==> src/rtl/gridworld_episode_monitor.sv <==
// Episode runner and specification monitor for the 8x8 gridworld.
// Applies the step2d movement rule to one action per handshake, evaluates the
// region predicates on every new cell and produces a registered verdict for:
// reach yellow, never touch red, discharge each blue visit on brown within
// DEADLINE steps, all within HORIZON steps.
module gridworld_episode_monitor #(
  parameter int unsigned HORIZON  = 16,
  parameter int unsigned DEADLINE = 4
) (
  input  logic       clk,
  input  logic       rst,
  input  logic       start,
  input  logic [2:0] x0,
  input  logic [2:0] y0,
  input  logic       act_valid,
  input  logic [2:0] act,
  output logic       act_ready,
  output logic [2:0] x,
  output logic [2:0] y,
  output logic [7:0] steps,
  output logic       done,
  output logic       accept,
  output logic       reject,
  output logic       timeout
);

  localparam int unsigned CW = 3;
  localparam int unsigned SW = 8;
  localparam int unsigned DW = 3;

  typedef enum logic [2:0] {
    IDLE = 3'd0,
    RUN  = 3'd1,
    PEND = 3'd2,
    ACC  = 3'd3,
    REJ  = 3'd4
  } state_t;

  state_t        state_q, state_d;
  logic [CW-1:0] x_d, y_d;
  logic [SW-1:0] steps_d;
  logic [DW-1:0] dl_q, dl_d;
  logic          timeout_d;

  // Region predicates on a single cell
  function automatic logic is_blue(input logic [CW-1:0] cx, input logic [CW-1:0] cy);
    return (cx == CW'(3) || cx == CW'(4)) && (cy >= CW'(2) && cy <= CW'(5));
  endfunction

  function automatic logic is_edge(input logic [CW-1:0] c);
    return (c == CW'(0)) || (c == CW'(7));
  endfunction

  function automatic logic is_yellow(input logic [CW-1:0] cx, input logic [CW-1:0] cy);
    return is_edge(cx) && is_edge(cy);
  endfunction

  function automatic logic is_brown(input logic [CW-1:0] cy);
    return is_edge(cy);
  endfunction

  function automatic logic is_red(input logic [CW-1:0] cx, input logic [CW-1:0] cy);
    logic inner_col, edge_col;
    inner_col = (cx == CW'(1)) || (cx == CW'(6));
    edge_col  = is_edge(cx);
    return (inner_col && (cy == CW'(0) || cy == CW'(1) || cy == CW'(4) || cy == CW'(5)))
        || (edge_col  && (cy == CW'(1) || cy == CW'(4) || cy == CW'(5)));
  endfunction

  // A step is only possible while an episode is live and no start overrides it
  assign act_ready = ((state_q == RUN) || (state_q == PEND)) && !start;

  // Next-state: start/step selection, cell evaluation and horizon check
  always_comb begin
    logic [CW-1:0] dx, dy, cx, cy;
    state_t        base;
    logic [DW-1:0] base_dl;
    logic          do_eval;
    logic          stepped;

    state_d   = state_q;
    x_d       = x;
    y_d       = y;
    steps_d   = steps;
    dl_d      = dl_q;
    timeout_d = timeout;
    dx        = '0;
    dy        = '0;
    cx        = x;
    cy        = y;
    base      = state_q;
    base_dl   = dl_q;
    do_eval   = 1'b0;
    stepped   = 1'b0;

    unique case (act)
      3'd1, 3'd2, 3'd3: dx = CW'(1);
      3'd5, 3'd6, 3'd7: dx = CW'(7);
      default:          dx = CW'(0);
    endcase
    unique case (act)
      3'd0, 3'd1, 3'd7: dy = CW'(1);
      3'd3, 3'd4, 3'd5: dy = CW'(7);
      default:          dy = CW'(0);
    endcase

    if (start) begin
      cx        = x0;
      cy        = y0;
      base      = RUN;
      base_dl   = '0;
      steps_d   = '0;
      timeout_d = 1'b0;
      do_eval   = 1'b1;
    end else if (act_valid && act_ready) begin
      cx      = x + dx;
      cy      = y + dy;
      steps_d = (steps == '1) ? steps : steps + SW'(1);
      do_eval = 1'b1;
      stepped = 1'b1;
    end

    if (do_eval) begin
      x_d     = cx;
      y_d     = cy;
      state_d = base;
      dl_d    = base_dl;
      if (is_red(cx, cy)) begin
        state_d = REJ;
      end else if (is_brown(cy)) begin
        dl_d    = '0;
        state_d = is_yellow(cx, cy) ? ACC : RUN;
      end else if (is_blue(cx, cy)) begin
        state_d = PEND;
        dl_d    = DW'(DEADLINE);
      end else if (base == PEND) begin
        if (base_dl == DW'(1)) state_d = REJ;
        else                   dl_d    = base_dl - DW'(1);
      end
      // Horizon expiry only applies when no other verdict landed on this step
      if (stepped && steps_d == SW'(HORIZON) && (state_d == RUN || state_d == PEND)) begin
        state_d   = REJ;
        timeout_d = 1'b1;
      end
    end
  end

  // State, position and verdict registers
  always_ff @(posedge clk) begin
    if (rst) begin
      state_q <= IDLE;
      x       <= '0;
      y       <= '0;
      steps   <= '0;
      dl_q    <= '0;
      done    <= 1'b0;
      accept  <= 1'b0;
      reject  <= 1'b0;
      timeout <= 1'b0;
    end else begin
      state_q <= state_d;
      x       <= x_d;
      y       <= y_d;
      steps   <= steps_d;
      dl_q    <= dl_d;
      done    <= (state_d == ACC) || (state_d == REJ);
      accept  <= (state_d == ACC);
      reject  <= (state_d == REJ);
      timeout <= timeout_d;
    end
  end

endmodule

==> config.mk <==
export PLATFORM = sky130hd
export DESIGN_NAME = gridworld_episode_monitor
export DESIGN_NICKNAME = d
export VERILOG_FILES = /design/src/rtl/gridworld_episode_monitor.sv
export SDC_FILE = /design/constraint.sdc
export NUM_CORES = 1
export LEC_CHECK = 0
export ABC_AREA = 1
export ABC_CLOCK_PERIOD_IN_PS = 4800
export BUFFER_PORTS_ARGS = -buffer_cell sky130_fd_sc_hd__buf_2
export CAP_MARGIN = 20
export CELL_PAD_IN_SITES_DETAIL_PLACEMENT = 1
export CELL_PAD_IN_SITES_GLOBAL_PLACEMENT = 1
export CORE_ASPECT_RATIO = 0.5
export CORE_MARGIN = 10
export CORE_UTILIZATION = 35
export CTS_CLUSTER_DIAMETER = 150
export CTS_CLUSTER_SIZE = 20
export DETAILED_ROUTE_END_ITERATION = 7
export GPL_TIMING_DRIVEN = 0
export PLACE_DENSITY = 0.84
export SYNTH_ARGS = -nofsm -noshare
export SYNTH_HDL_FRONTEND = slang
export SYNTH_SLANG_ARGS = --single-unit
export TNS_END_PERCENT = 50
==> constraint.sdc <==
create_clock -name clk -period 4.8 [get_ports clk]
set_input_delay 0.24 -clock clk [delete_from_list [all_inputs] [get_ports clk]]
set_output_delay 0.24 -clock clk [all_outputs]
set_load 0.01 [all_outputs]
==> impl_metrics.toml <==
[run_status]
status = "complete, no violations"

[yosys]
synth_most_common_cell = "nand2_1"
ys_types = 35
syn_nets = 326
synthCells = 305
yosys_warnings = 0
syn_area_um2 = 1923
ys_top_cells_by_count = "nand2_1, inv_1, nand3_1"
ys_seq_area_frac = 0.2498
synth_top_cell_by_area = "dfxtp_1"
ys_seq_elements = 24
yosys.area.top_type_share = 0.2498
syn_avg_cell_area_um2 = 6.305
synth_area_leaders = "dfxtp_1, nand2_1, nand3_1"
dominantRegCellSynth = "dfxtp_1"
async_flop_share = 0
synth_edf_count = 0

[routing]
wirelength_um = 5889
wl_per_cell_um = 14.40
drc = 0
dr.pass1.iters = 4
initialDrtViolationCount = 55
final_antenna_net_count = 0
vias_per_cell = 5.024
dr_total_vias = 2055

[sta]
post-route-min-period_ns = 2.910
slew_violations = 0
hold_viol_final = 0
finalSetupTns_ns = 0
slew-limit-headroom = 0.5376
worst_pin_slew_ns = 0.6937
setup_viol = 0
clock.fmax_ghz = 0.3437
skew_ns = 0.002866
rsz0062_at_grt = "false"
post-route-period-util = 0.6062

[floorplan]
coreArea_um2 = 5112
dieHeight_um = 72.42
rows = 18
die_w_um = 124.8
initial_utilization = 0.3762
ioPinCount = 32
dieArea_um2 = 9040

[final_layout]
multi_input_area_um2 = 1207
final_cell_area_um2 = 2216
fill_cells = 725
final_cells = 409
register_area_um2 = 480.5
area_delta_synth_final_pct = 15.22
antennaDiodeCount = 0
finalNetCount = 361
drive_above_1_share = 0.2035

[cts]
cts_resized = 0
cts.reportedPaths.clkPinSlew_ns = 0.09
cts-hold-fix-buffers = 0
cts_tree = "yes"
postCtsSetupBuffers = 0
numCtsBuffers = 3
h-tree-depth = 1
cts_root_buf = "clkbuf_8"
cts_sinks = 24
insertion_delay_ns = 0.28
clock_path_buffers = 2

[placement]
io_buffers = 30
gp_congestion = 0.8314
dp_hpwl_um = 4728
place_area_um2 = 2161
placed_cells = 405

[global_route]
grt_use_total = 0.1301
grt_pass1_wl_um = 9977
grt_overflow = 0
grt_pass1_vias = 2160
antenna_found_initial = 0
grt_max_degree = 14

[setup_path]
arrival_ns = 3.14
reg2regPathDepth = 19
criticalPathCategory = "flip-flop to flip-flop"
cp_max_fo = 7
end_kind = "flip-flop"
start_kind = "flip-flop"
cp.required_ns = 5.03
rrSetupSlack_ns = 1.89

[pwr]
leakagePower_nw = 1.156
power_density_nw_per_um2 = 248.6
peakVddDrop_mv = 0.1456

[job]
maxCapViolCount = 0

[min_path]
min_path_cells = 2
min_path_type = "primary input to flip-flop"
## critical path, stage by stage (launching register included)
cell and delay [ns]:
dfxtp_1 0.36, ha_1 0.15, inv_1 0.05, fa_1 0.37, nand3b_1 0.22, nand3_1 0.13, nand2_1 0.06, nand3_1 0.12
nand2_1 0.09, ha_1 0.31, nand2_1 0.06, nor2_1 0.11, nor2_1 0.05, nor2_1 0.14, nand3_1 0.11, nand2_2 0.15
nand2_1 0.10, a21oi_2 0.15, nand2_1 0.09, nand2_1 0.06
## sequential cells by signal, summed over array words and instances (netlist names)
name / flops
timeout: 1
accept: 1
done: 1
reject: 1
dl_q: 3
x: 3
y: 3
steps: 8
state_q: 3
## per-stage QoR
step | hold slack (ns) | utilization | total power [mW] | setup WS, ns
2_1_floorplan | 0.3084 | - | 0.3565 | 2.238
3_3_place_gp | 0.4527 | 0.4227 | 0.3989 | 1.796
3_5_place_dp | 0.4596 | 0.4227 | 0.4081 | 1.733
4_1_cts | 0.1557 | 0.4334 | 0.5569 | 1.897
5_1_grt | 0.1766 | 0.4334 | 0.5894 | 1.585
6_report | 0.1683 | 0.4334 | 0.5510 | 1.890
## metal layers
metal / GRT usage / up-vias / wire length (um)
met5: 0 / - / 0
met4: 0.03553 / 0 / 67
met3: 0.02466 / 5 / 240
met2: 0.2453 / 35 / 2890
met1: 0.1489 / 982 / 2691
li1: - / 1033 / -
## path summary, 6_finish.rpt
kind / startpoint / to
worst max-delay path: y[0] / done
worst min register to register: timeout / timeout
worst max register to register: y[0] / done
worst min-delay path: rst / state_q[2]
## area by class of cell
type | instances | area share
multi-input combinational | 225 | 0.5449
sequential | 24 | 0.2168
inverter | 50 | 0.08470
timing repair buffer | 30 | 0.06776
tap | 70 | 0.03953
clock buffer | 4 | 0.02484
buffer | 6 | 0.02146
## cells in the final DEF, fill, tap and decap left out, drive strengths merged
cell and n:
and3 1, o21ai 8, or2 4, a21oi 15
nor3 4, o21a 1, a21boi 2, o311ai 1
clkbuf 6, a31oi 1, nand4 7, nand3 44
fa 2, dfxtp 24, nand3b 2, ha 6
inv 50, nand2 90, buf 34, nor2 37
## cell families (layout without fill, tap and decap cells)
kind of cell	Yosys count	count (layout)	synth area share
compound gates	28	28	0.09110
simple gates	189	189	0.4769
buf+inv	56	90	0.1223
flops	24	24	0.2498
fa+ha+maj	8	8	0.05986
## where the power goes
part / switching [mW] / total (mW) / internal [mW]
logic: 0.122 / 0.185 / 0.0630
registers: 0.00834 / 0.220 / 0.211
clock network: 0.0730 / 0.147 / 0.0736
total: 0.203 / 0.551 / 0.348
Note: power is estimated with default switching activity, not from simulation.
